**src/rtl/rst_pkg.sv**
```systemverilog
// Shared definitions for the reset sequencer.
//   state_t : sequencer FSM states
//   clog2   : ceiling log2 for parameter-derived widths (clog2(1) = 0)
package rst_pkg;

  typedef enum logic [2:0] {
    HOLD,
    WAIT_RDY,
    SETTLE,
    RUN,
    SHUTDOWN,
    FAULT
  } state_t;

  function automatic int unsigned clog2(input int unsigned v);
    int unsigned r;
    r = 0;
    for (longint unsigned p = 1; p < longint'(v); p = p << 1) begin
      r++;
    end
    return r;
  endfunction

endpackage

```
**src/rtl/rst_delay_cnt.sv**
```systemverilog
// Loadable saturating down-counter used for both settle and ready-timeout
// intervals.
//   clk, reset : clock and synchronous active-high reset (loads RESET_VAL)
//   load       : load load_val this edge (takes priority over counting)
//   load_val   : value to load; done rises after load_val further edges
//   done       : count has reached zero (holds there)
module rst_delay_cnt #(
  parameter int unsigned     CW        = 5,
  parameter logic [CW-1:0]   RESET_VAL = '0
) (
  input  logic          clk,
  input  logic          reset,
  input  logic          load,
  input  logic [CW-1:0] load_val,
  output logic          done
);

  logic [CW-1:0] count;

  always_ff @(posedge clk) begin
    if (reset) begin
      count <= RESET_VAL;
    end else if (load) begin
      count <= load_val;
    end else if (count != '0) begin
      count <= count - 1'b1;
    end
  end

  assign done = (count == '0);

endmodule

```
**src/rtl/rst_sequencer.sv**
```systemverilog
// Ordered reset release / shutdown sequencer for N_STAGES reset domains.
// Stage i is released only after stage i-1 reports ready and STAGE_DELAY
// settle edges have elapsed; a software request shuts the domains down in
// reverse order and re-sequences; a ready timeout or ready loss raises a
// sticky fault with all domains held in reset.
//   clk, reset  : clock, synchronous active-high reset
//   ready       : per-domain ready level (same clock domain)
//   sw_rst_req  : pulse, ordered shutdown then re-sequence (honoured in RUN)
//   retry       : pulse, leave FAULT and restart from HOLD
//   stage_reset : per-domain active-high reset (registered)
//   all_ready   : high only in RUN
//   fault       : sticky fault flag
//   fault_stage : index of the faulting stage (kept after retry)
module rst_sequencer
  import rst_pkg::*;
#(
  parameter  int unsigned N_STAGES    = 4,
  parameter  int unsigned STAGE_DELAY = 16,
  parameter  int unsigned TIMEOUT     = 65535,
  localparam int unsigned IW          = (N_STAGES > 1) ? clog2(N_STAGES) : 1
) (
  input  logic                clk,
  input  logic                reset,
  input  logic [N_STAGES-1:0] ready,
  input  logic                sw_rst_req,
  input  logic                retry,
  output logic [N_STAGES-1:0] stage_reset,
  output logic                all_ready,
  output logic                fault,
  output logic [IW-1:0]       fault_stage
);

  localparam int unsigned   MAXD      = (STAGE_DELAY > TIMEOUT) ? STAGE_DELAY : TIMEOUT;
  localparam int unsigned   CW        = clog2(MAXD + 1);
  // Counter holds "edges remaining minus one": done is seen on the edge that
  // completes the interval, so the load value is the interval length - 1.
  localparam logic [CW-1:0] SETTLE_LD = CW'(STAGE_DELAY - 1);
  localparam logic [CW-1:0] TMO_LD    = CW'(TIMEOUT - 1);
  localparam logic [IW-1:0] LAST      = IW'(N_STAGES - 1);

  state_t        state;
  logic [IW-1:0] idx;

  logic          cnt_done;
  logic          cnt_load;
  logic [CW-1:0] cnt_val;

  logic          ev_adv;
  logic          ev_fault;
  logic [IW-1:0] fault_idx;

  logic          zero_any;
  logic [IW-1:0] zero_any_idx;
  logic          zero_upto;
  logic [IW-1:0] zero_upto_idx;

  rst_delay_cnt #(
    .CW        (CW),
    .RESET_VAL (SETTLE_LD)
  ) u_cnt (
    .clk      (clk),
    .reset    (reset),
    .load     (cnt_load),
    .load_val (cnt_val),
    .done     (cnt_done)
  );

  // Lowest dropped ready overall, and lowest dropped ready among stages
  // already released (j <= idx).
  always_comb begin
    zero_any      = 1'b0;
    zero_any_idx  = '0;
    zero_upto     = 1'b0;
    zero_upto_idx = '0;
    for (int unsigned j = 0; j < N_STAGES; j++) begin
      if (!ready[j]) begin
        if (!zero_any) begin
          zero_any     = 1'b1;
          zero_any_idx = IW'(j);
        end
        if (!zero_upto && (j <= 32'(idx))) begin
          zero_upto     = 1'b1;
          zero_upto_idx = IW'(j);
        end
      end
    end
  end

  // Per-state decode of fault and advance conditions. The counter is
  // reloaded on every advance: WAIT_RDY is entered from HOLD and SETTLE and
  // needs the timeout interval; every other destination needs a settle.
  always_comb begin
    ev_adv    = 1'b0;
    ev_fault  = 1'b0;
    fault_idx = idx;
    unique case (state)
      HOLD:     ev_adv = cnt_done;
      WAIT_RDY: begin
        ev_adv   = ready[idx];
        ev_fault = !ready[idx] && cnt_done;
      end
      SETTLE: begin
        ev_adv    = cnt_done;
        ev_fault  = zero_upto;
        fault_idx = zero_upto_idx;
      end
      RUN: begin
        ev_adv    = sw_rst_req;
        ev_fault  = zero_any;
        fault_idx = zero_any_idx;
      end
      SHUTDOWN: ev_adv = cnt_done;
      FAULT:    ev_adv = retry;
      default:  ev_adv = 1'b0;
    endcase
    cnt_load = ev_adv;
    cnt_val  = ((state == HOLD) || (state == SETTLE)) ? TMO_LD : SETTLE_LD;
  end

  always_ff @(posedge clk) begin
    if (reset) begin
      state       <= HOLD;
      idx         <= '0;
      stage_reset <= '1;
      all_ready   <= 1'b0;
      fault       <= 1'b0;
      fault_stage <= '0;
    end else if (ev_fault) begin
      state       <= FAULT;
      stage_reset <= '1;
      all_ready   <= 1'b0;
      fault       <= 1'b1;
      fault_stage <= fault_idx;
    end else if (ev_adv) begin
      unique case (state)
        HOLD: begin
          stage_reset[0] <= 1'b0;
          idx            <= '0;
          state          <= WAIT_RDY;
        end
        WAIT_RDY: begin
          if (idx == LAST) begin
            state     <= RUN;
            all_ready <= 1'b1;
          end else begin
            state <= SETTLE;
          end
        end
        SETTLE: begin
          stage_reset[idx + 1'b1] <= 1'b0;
          idx                     <= idx + 1'b1;
          state                   <= WAIT_RDY;
        end
        RUN: begin
          state             <= SHUTDOWN;
          idx               <= LAST;
          stage_reset[LAST] <= 1'b1;
          all_ready         <= 1'b0;
        end
        SHUTDOWN: begin
          // Stage 0 already reasserted: its settle is over, restart.
          if (idx == '0) begin
            state <= HOLD;
          end else begin
            idx                     <= idx - 1'b1;
            stage_reset[idx - 1'b1] <= 1'b1;
          end
        end
        FAULT: begin
          state <= HOLD;
          fault <= 1'b0;
        end
        default: state <= HOLD;
      endcase
    end
  end

endmodule

```
**config.mk**
```make
export PLATFORM = sky130hd
export DESIGN_NAME = rst_sequencer
export DESIGN_NICKNAME = d
export VERILOG_FILES = /design/src/rtl/rst_pkg.sv /design/src/rtl/rst_delay_cnt.sv /design/src/rtl/rst_sequencer.sv
export SDC_FILE = /design/constraint.sdc
export NUM_CORES = 1
export LEC_CHECK = 0
export ABC_AREA = 1
export BUFFER_PORTS_ARGS = -buffer_cell sky130_fd_sc_hd__buf_4
export CAP_MARGIN = 20
export CORE_ASPECT_RATIO = 0.8
export CORE_MARGIN = 1
export CORE_UTILIZATION = 60
export CTS_CLUSTER_SIZE = 28
export DETAILED_ROUTE_END_ITERATION = 7
export HOLD_SLACK_MARGIN = 0.08
export PLACE_DENSITY = 0.77
export SYNTH_ARGS = -nofsm -noshare
export SYNTH_HDL_FRONTEND = slang
export SYNTH_HIERARCHICAL = 1
export SYNTH_SLANG_ARGS = --single-unit
```
**constraint.sdc**
```tcl
create_clock -name clk -period 3.1 [get_ports clk]
set_input_delay 0.155 -clock clk [delete_from_list [all_inputs] [get_ports clk]]
set_output_delay 0.155 -clock clk [all_outputs]
set_load 0.005 [all_outputs]
```
==> flow_metrics.py, run 1 <==
metrics = {
    "worst_setup_path": {
        "cp-end-kind": "flop",
        "reg2regPathDepth": 14,
        "critPathMaxFanout": 16,
        "worst_ep_arrival_time_ps": 2690,
        "crit_slowest_cell": "inv_1",
        "critical_path.top_delay_family": "simple AND/OR/NAND/NOR gates",
        "cp-start-kind": "flop",
        "crit_cells": 14,
        "worstPathRequired_ps": 3270,
        "critPathMaxStageDelay_ps": 380,
        "cp_common_cell": "inv_1",
        "path_buf_inv": 2,
        "path_cells": "inv_1, ha_1, nand2_4, nor2_8, nand3b_1, nor3_1, nand3_1, nand2_1, nor2_1, nand2_2, inv_1, nand4_1, o211ai_1, nand3_2",
        "critPathKind": "flop to flop",
    },
    "timing": {
        "setup-tns-final_ps": 0,
        "rsz0062_at_grt": "no",
        "drv_slew": 0,
        "min_period_ps": 2530,
        "fin_crit_sh": 0.815,
        "fin_skew_ps": 6.07,
        "setup_violations": 0,
        "slew_headroom": 0.652,
        "max_clock_freq_mhz": 396,
        "final-hold-violation-count": 0,
        "tightest_slew_ps": 519,
    },
    "cells_and_area": {
        "drive_above_1_share": 0.162,
        "final_cells": 386,
        "syn_to_final_growth_pct": 14.1,
        "fill_cells": 263,
        "nNetsFinal": 360,
        "num_antenna_cells": 0,
    },
    "global_route": {
        "grt_max_degree": 21,
        "grtUsageMet2": 0.396,
        "overflow": 0,
        "busiest_layer": "met1",
        "use_met1": 0.471,
        "grt_pass1_vias": 1661,
        "grtUsageTotal": 0.300,
        "antenna_found_initial": 0,
        "met3_usage": 0.0646,
        "grt_pass1_wl_um": 7950,
    },
    "placed_design": {
        "gp_congestion": 0.965,
        "port_buffers": 15,
        "placed_cells": 378,
        "hpwl_um": 3730,
    },
    "yosys": {
        "synth_ff_type": "dfxtp_1",
        "synth_seq_cells": 29,
        "synth_warnings": 6,
        "synth.avg_cell_area_sq_um": 6.34,
        "synth_edf_count": 0,
        "synthArstFlopShare": 0,
        "synth_seq_area_share": 0.282,
        "ys_types": 35,
        "postSynthCellCount": 325,
        "syn_area_sq_um": 2060,
    },
    "route": {
        "drt_pass1_iterations": 5,
        "drcViolationCount": 0,
        "drtAntennaViolNets": 0,
        "post_drt_wl_per_cell_um": 13.0,
        "vias_per_cell": 5.57,
        "vias": 2151,
        "drt-total-wl_um": 5010,
        "drt_iter0_markers": 167,
    },
    "clock_tree": {
        "root_buffer": "clkbuf_8",
        "cts_setup_buffers": 0,
        "hold_buffers": 0,
        "htreeDepth": 2,
        "cts.sinks": 29,
        "insertion_delay_ps": 290,
        "clkSlewWorstSetupHoldPaths_ps": 70,
        "clockBufferDepth": 2,
        "cts_resized": 0,
        "tritoncts": "yes",
        "numCtsBuffers": 5,
    },
    "die": {
        "num_rows": 18,
        "die_area_sq_um": 3680,
        "die_h_um": 54.4,
        "boundaryPins": 16,
        "core-area_sq_um": 3180,
        "initial_core_util": 0.649,
        "die_w_um": 67.5,
    },
    "run": {
        "max_cap_viol_count": 0,
    },
    "power_and_ir_drop": {
        "swShare": 0.335,
        "p_switching_mw": 0.427,
        "internal_power_mw": 0.848,
        "peakVddDrop_mv": 0.373,
        "p_leak_nw": 1.12,
        "p_per_area_nw_per_um2": 542,
        "p_clk_frac": 0.370,
        "seq_power_share": 0.356,
        "p_comb_frac": 0.275,
    },
    "min_path": {
        "hold_class": "input port to flop",
        "whs_path_depth": 2,
    },
    "status": {
        "run_status": "complete, no violations",
    },
}
==> routing by layer <==
| metal | up-vias | wire [um] |
|---|---|---|
| met1 | 971 | 2610 |
| met5 | - | 0 |
| met2 | 80 | 1910 |
| met3 | 8 | 435 |
| met4 | 0 | 47 |
| li1 | 1092 | - |
==> worst paths after layout <==
path / startpoint / slack, ps / end
max: u_cnt/count[0] / 570 / u_cnt/count[1]
min: reset / 200 / u_cnt/count[13]
max reg2reg: u_cnt/count[0] / 570 / u_cnt/count[1]
min reg2reg: fault / 480 / fault
==> power by group through the flow <==
| stage | combinational, mW | sequential, mW | clock, mW |
|---|---|---|---|
| final | 0.350 | 0.454 | 0.471 |
| after global routing | 0.395 | 0.460 | 0.490 |
| after CTS | 0.345 | 0.453 | 0.474 |
| after detailed placement | 0.342 | 0.461 | 0 |
| after global placement | 0.339 | 0.461 | 0 |
| after floorplan | 0.272 | 0.444 | 0 |
==> layout by cell type, fill, tap and decap left out, types with 2 or more instances in the layout <==
master and n:
inv_2 9, ha_1 7, or2_2 2, a21oi_1 17, nand3_2 3, xnor2_1 2
nand4_1 4, nor2_4 3, clkbuf_8 5, dfxtp_1 29, nand2_2 3, nand2_1 83
nor2_1 44, o31ai_1 2, nand3b_1 2, o211ai_1 5, nor2_2 6, buf_4 17
o21bai_1 2, inv_1 31, bufinv_16 2, nor3_1 7, xor2_1 3, nand3_1 30
o21ai_0 14, conb_1 3
==> through the flow <==
step	hold WS (ps)	worst slack, ps	instance area (sq um)	total power [mW]	utilization
floorplan	224	928	2070	0.716	-
global placement	440	771	2220	0.800	0.699
detailed placement	459	628	2220	0.803	0.699
CTS	204	605	2350	1.27	0.741
global route	210	456	2350	1.35	0.741
finish	201	573	2350	1.28	0.741
==> sequential cells by signal, indices dropped and copies added (netlist names) <==
register and flops:
u_cnt/count 16, stage_reset 4, state 3, fault_stage 2
idx 2, all_ready 1, fault 1
==> cells by family after synthesis <==
| logic type | share of synthesized area |
|---|---|
| xor gates and xnor gates | 0.0212 |
| adders and majority gates | 0.0425 |
| other | 0.00182 |
| buffers and inverters | 0.0862 |
| and+or+nand+nor | 0.450 |
| DFF | 0.282 |
| AOI/OAI and AO/OA | 0.117 |
==> layout make-up <==
type,instances,area (sq um),share of cell area
Sequential cell,29,581,0.247
Clock inverter,3,65.1,0.0276
Clock buffer,5,68.8,0.0292
Multi-Input combinational cell,252,1310,0.557
Inverter,40,150,0.0638
Tap cell,40,50.0,0.0213
Timing Repair Buffer,17,128,0.0542
==> synthesized netlist by cell type (2+ instances only) <==
cell      count  area share
dfxtp_1      29        0.28
nand4_1       4       0.012
nand3b_1      2      0.0073
nand2_2       3      0.0091
nor2_2        6       0.018
inv_1        31       0.056
ha_1          7       0.042
nand3_1      30       0.073
nand2_1      83        0.15
o21bai_1      2      0.0073
inv_2         9       0.016
xnor2_1       2      0.0085
o21ai_0      14       0.034
buf_2         4      0.0097
or2_2         2      0.0061
nor3_1        7       0.017
nor2_1       44       0.080
o31ai_1       2      0.0073
o211ai_1      5       0.018
xor2_1        3       0.013
a21oi_1      17       0.041
clkbuf_1      2      0.0036
nand3_2       3       0.015
nor2_4        3       0.016
(Power assumes the default switching activity.)
==> run 2, diff against run 1 <==
Clock period 3.1 ns to 2.5 ns, I/O delays scaled along.
==> run 2 against run 1 <==
Compared with the run above:
- clock power decreased by 18%
- worst setup slack got worse by 320 ps
- sequential power increased by 23%
- worst hold slack got worse by 26 ps
- via count decreased by 3.0%
- sequential share of layout area increased by 0.20 points
- critical path depth increased by 2
- design area decreased by 0.80%
- clock skew increased by 1.1 ps
- routed wire length decreased by 1.6%
- combinational power increased by 26%
- total power increased by 8.9%
- largest power group is now registers
==> flow_metrics.py, run 2 (synthesis gave the netlist of run 1 again) <==
metrics = {
    "cells_and_area": {
        "nNetsFinal": 362,
        "final_cells": 387,
        "final_cell_mix": "nand2_1 (83), nor2_1 (43), inv_1 (31), nand3_1 (30), dfxtp_1 (29)",
        "drive_above_1_share": 0.170,
        "final_common_cell": "nand2_1",
        "largest_register_ff_count": 16,
        "fill_cells": 302,
        "largestRegisters": "u_cnt/count x16, stage_reset x4, state x3",
        "num_antenna_cells": 0,
        "design_area_sq_um": 2330,
        "syn_to_final_growth_pct": 13.2,
        "regMostFlops": "u_cnt/count",
    },
    "run": {
        "max_cap_viol_count": 0,
    },
    "timing": {
        "final-hold-violation-count": 0,
        "setup-tns-final_ps": 0,
        "fin_skew_ps": 7.19,
        "rsz0062_at_grt": "no",
        "fin_crit_sh": 0.899,
        "min_period_ps": 2250,
        "drv_slew": 0,
        "max_clock_freq_mhz": 445,
        "setup_violations": 0,
        "slew_headroom": 0.433,
        "fin_hold_ws_ps": 175,
        "tightest_slew_ps": 848,
    },
    "die": {
        "die_area_sq_um": 3680,
        "initial_core_util": 0.649,
        "die_h_um": 54.4,
        "boundaryPins": 16,
        "die_w_um": 67.5,
        "core-area_sq_um": 3180,
        "num_rows": 18,
    },
    "worst_setup_path": {
        "cp-end-kind": "flop",
        "rr_startpoint": "u_cnt/count[0]",
        "r2r_end": "u_cnt/count[7]",
        "worstPathRequired_ps": 2670,
        "regToRegSetupSlack_ps": 250,
        "critPathMaxFanout": 9,
        "critPathKind": "flop to flop",
        "cp-start-kind": "flop",
        "reg2regPathDepth": 16,
        "startpoint": "u_cnt/count[0]",
        "endpoint": "u_cnt/count[7]",
        "worst_ep_arrival_time_ps": 2420,
    },
    "power_and_ir_drop": {
        "p_switching_mw": 0.511,
        "p_per_area_nw_per_um2": 595,
        "peakVddDrop_mv": 0.530,
        "power_mw": 1.39,
        "seq_power_share": 0.403,
        "p_leak_nw": 1.11,
        "p_clk_frac": 0.280,
        "p_comb_frac": 0.318,
        "internal_power_mw": 0.878,
        "swShare": 0.368,
    },
    "route": {
        "drt_pass1_iterations": 5,
        "drtAntennaViolNets": 0,
        "drcViolationCount": 0,
        "post_drt_wl_per_cell_um": 12.7,
        "drt-total-wl_um": 4930,
        "drt_iter0_markers": 156,
        "vias": 2086,
        "vias_per_cell": 5.39,
    },
    "placed_design": {
        "port_buffers": 15,
        "hpwl_um": 3720,
        "placed_cell_area_sq_um": 2230,
        "gp_congestion": 0.974,
        "placed_cells": 380,
    },
    "global_route": {
        "overflow": 0,
        "grt_max_degree": 21,
        "antenna_found_initial": 0,
        "grt_pass1_vias": 1747,
        "grt_pass1_wl_um": 8040,
        "grtUsageTotal": 0.306,
    },
    "status": {
        "run_status": "complete, no violations",
    },
    "min_path": {
        "hold_class": "input port to flop",
    },
    "clock_tree": {
        "hold_buffers": 0,
        "clockBufferDepth": 2,
        "numCtsBuffers": 5,
        "htreeDepth": 2,
        "clkSlewWorstSetupHoldPaths_ps": 60,
        "insertion_delay_ps": 280,
        "tritoncts": "yes",
        "cts_resized": 0,
        "cts.sinks": 29,
        "root_buffer": "clkbuf_8",
        "cts_setup_buffers": 0,
    },
}
[run 2: changes by cell type in the layout (fill, tap and decap cells not counted), sizes merged]
cell    delta
clkbuf     +2
clkinv     -1
buf        +2
bufinv     -2
[run 2: cell type report]
class / count / area [sq um] / area share
flip-flops and latches: 29 / 581 / 0.249
inverters: 40 / 150 / 0.0643
well taps: 40 / 50.0 / 0.0214
clock buffers: 7 / 86.3 / 0.0370
multi-input cells: 252 / 1320 / 0.566
repair buffers: 19 / 146 / 0.0627
[run 2: worst min path at each step]
stage,cells past startpoint,startpoint,end
finish,2,reset,u_cnt/count[15]
global route,2,reset,u_cnt/count[8]
CTS,2,reset,u_cnt/count[11]
detailed placement,2,u_cnt/count[0],u_cnt/count[0]
global placement,2,u_cnt/count[0],u_cnt/count[0]
floorplan,1,reset,fault
[run 2: routing by layer]
layer  up-vias  global-route usage  wire length (um)
met5         -                   0                 0
met4         0               0.113                70
met3         9              0.0729               351
met2        58               0.380              1840
met1       931               0.481              2670
li1       1088                   -                 -
[run 2: worst max-delay path, cell delays in order, from the launching register on]
cell and delay (ps):
dfxtp_1 310, inv_1 100, ha_2 220, nand2_4 100, nor2_8 140, nand3b_1 140, nor3_2 170, nand3_1 100
nand2_1 80, nor2_1 50, nand2_2 80, inv_1 120, buf_4 200, nand2_2 140, nor2_1 50, nor2_1 90
nor2_1 40
[run 2: power groups by stage]
stage | combinational, mW | sequential, mW | clock (mW)
after floorplan | 0.337 | 0.551 | 0
after global placement | 0.423 | 0.568 | 0
after detailed placement | 0.427 | 0.568 | 0
after CTS | 0.429 | 0.558 | 0.399
after global routing | 0.501 | 0.565 | 0.416
final | 0.441 | 0.559 | 0.388
[run 2: stage by stage]
stage | worst slack, ps | utilization
after CTS | 108 | 0.731
final | 252 | 0.735
after detailed placement | 150 | 0.704
after floorplan | 328 | -
after global placement | 277 | 0.704
after global routing | 3.47 | 0.735
==> run 3, diff against run 2 <==
Settings changed: ABC_AREA 1 to 0, RECOVER_POWER set to 25.
==> run 3 against run 2 <==
Compared with the run above:
- non-clock buffer count grew 11
- sequential cell count is the same
- sequential power shrank 15%
==> flow_metrics.py, run 3 <==
metrics = {
    "route": {
        "vias": 1982,
        "drtAntennaViolNets": 0,
        "vias_per_cell": 6.29,
        "drt_pass1_iterations": 7,
        "drcViolationCount": 0,
        "post_drt_wl_per_cell_um": 16.3,
        "drt_iter0_markers": 267,
        "drt-total-wl_um": 5130,
    },
    "yosys": {
        "synthArstFlopShare": 0,
        "synth_seq_cells": 29,
        "postSynthCellCount": 245,
        "synth_area_leaders": "dfxtp_1 (29%), a21oi_1 (6.3%), o21ai_0 (5.0%)",
        "synth.avg_cell_area_sq_um": 8.17,
        "syn_area_sq_um": 2000,
        "synth_edf_count": 0,
        "synth_warnings": 6,
        "synth_ff_type": "dfxtp_1",
        "synth_seq_area_share": 0.290,
        "synth_most_common_cell": "dfxtp_1",
        "synthTopCellsByCount": "dfxtp_1 (29), a21oi_1 (25), nand2_1 (25)",
        "synth_top_area_cell": "dfxtp_1",
        "netlist.area_leader.share": 0.290,
        "ys_types": 64,
    },
    "power_and_ir_drop": {
        "power_mw": 0.957,
        "p_per_area_nw_per_um2": 406,
        "peakVddDrop_mv": 0.354,
        "p_leak_nw": 0.919,
    },
    "die": {
        "die_area_sq_um": 3570,
        "core-area_sq_um": 3130,
        "die_w_um": 66.6,
        "boundaryPins": 16,
        "initial_core_util": 0.639,
        "num_rows": 18,
        "die_h_um": 53.7,
    },
    "timing": {
        "setup-tns-final_ps": 0,
        "fin_skew_ps": 7.34,
        "fin_crit_sh": 0.953,
        "setup_violations": 0,
        "max_clock_freq_mhz": 420,
        "fin_hold_ws_ps": 183,
        "slew_headroom": 0.662,
        "rsz0062_at_grt": "no",
        "drv_slew": 0,
        "final-hold-violation-count": 0,
        "min_period_ps": 2380,
        "tightest_slew_ps": 501,
    },
    "cells_and_area": {
        "final_cell_mix": "dfxtp_1 (28), nand2_1 (25), a21oi_1 (24), buf_4 (22), o21ai_0 (20)",
        "drive_above_1_share": 0.244,
        "nNetsFinal": 289,
        "num_antenna_cells": 0,
        "syn_to_final_growth_pct": 17.8,
        "fill_cells": 239,
        "post-route-util": 0.753,
        "final_common_cell": "dfxtp_1",
        "largest_register_ff_count": 16,
        "largestRegisters": "u_cnt/count x16, stage_reset x4, state x3",
        "regMostFlops": "u_cnt/count",
    },
    "clock_tree": {
        "cts.sinks": 29,
        "clockBufferDepth": 2,
        "htreeDepth": 2,
        "insertion_delay_ps": 280,
        "hold_buffers": 0,
        "numCtsBuffers": 5,
        "clkSlewWorstSetupHoldPaths_ps": 60,
        "tritoncts": "yes",
        "root_buffer": "clkbuf_8",
    },
    "global_route": {
        "antenna_found_initial": 0,
        "grtUsageTotal": 0.299,
        "overflow": 0,
        "grt_max_degree": 27,
        "grt_pass1_wl_um": 7850,
        "grt_pass1_vias": 1682,
    },
    "worst_setup_path": {
        "cp-start-kind": "flop",
        "path_cells": "mux4_2, a2111oi_4, nor2_2, nor2b_4, buf_4, a21oi_1, a31oi_1, o211a_1",
        "worst_ep_arrival_time_ps": 2550,
        "worstPathRequired_ps": 2670,
        "crit_slowest_cell": "mux4_2",
        "critPathMaxFanout": 7,
        "cp-end-kind": "flop",
        "critPathKind": "flop to flop",
        "critPathMaxStageDelay_ps": 610,
    },
    "status": {
        "run_status": "complete, no violations",
    },
    "placed_design": {
        "port_buffers": 15,
        "gp_congestion": 0.988,
        "hpwl_um": 3710,
    },
    "run": {
        "max_cap_viol_count": 0,
    },
    "min_path": {
        "hold_class": "input port to flop",
    },
}
[run 3: cell types whose count changed after synthesis, moves of 4 or more]
cell      previous run  this run
a21oi_1             17        25
a221oi_1             0         6
clkbuf_1             2         6
inv_1               31        12
inv_2                9         0
nand2_1             83        25
nand3_1             30         8
nor2_1              44        18
nor2_2               6         0
o21ai_0             14        20
xor2_1               3         7
[run 3: per-stage QoR]
stage	area [sq um]	worst slack, ps	instances
2_1_floorplan	2040	3.13	247
3_3_place_gp	2240	217	305
3_5_place_dp	2240	128	305
4_1_cts	2340	106	313
5_1_grt	2360	9.16	315
6_report	2360	117	315
[run 3: cell type report]
cell class	count	area (sq um)	area share
clock buffers	7	96.3	0.0409
clock inverters	1	5.00	0.00212
inverters	12	45.0	0.0191
multi-input cells	196	1350	0.574
flip-flops and latches	29	582	0.247
well taps	40	50.0	0.0212
repair buffers	30	225	0.0956
[run 3: power breakdown]
part           switching, mW  internal [mW]
clock network          0.178          0.248
registers            0.00885          0.468
logic                 0.0295         0.0245
total                  0.217          0.740
[run 3: logic make-up after synthesis]
logic type / after synthesis / share of synthesized area
multiplexers: 3 / 0.0219
XOR/XNOR: 9 / 0.0394
AO/OA/AOI/OAI: 86 / 0.298
AND/OR/NAND/NOR: 87 / 0.250
other: 1 / 0.00187
adder cells (fa/ha/maj): 7 / 0.0438
buffers and inverters: 23 / 0.0550
flip-flops: 29 / 0.290
[run 3: worst paths after layout]
check / from / to / slack [ps] / cells after the start
hold / removal: reset / fault_stage[1] / 180 / 2
setup / recovery: idx[0] / u_cnt/count[15] / 120 / 8
hold reg to reg: stage_reset[0] / stage_reset[0] / 480 / 2
setup reg to reg: idx[0] / u_cnt/count[15] / 120 / 8
[run 3: layer usage]
metal  track usage  part of all wire  vias up
met1         0.428              0.47      904
met4        0.0780            0.0058        0
met5             0                 0        -
met2         0.409              0.42      108
met3         0.121              0.10        5
li1              -                 -      965
[run 3: repair_timing]
action / CTS / global route
buffers inserted: 0 / 1
gates resized for setup: 0 / 1
endpoints found under the setup margin: 0 / 5
endpoints found under the hold margin: 0 / 0
[run 3: worst max-delay path, delay by kind of cell, from the launching register on]
family	cells	cell delay [ps]
buffers and inverters	1	150
and+or+nand+nor	2	290
AOI/OAI and AO/OA	4	820
muxes	1	610
DFF	1	410
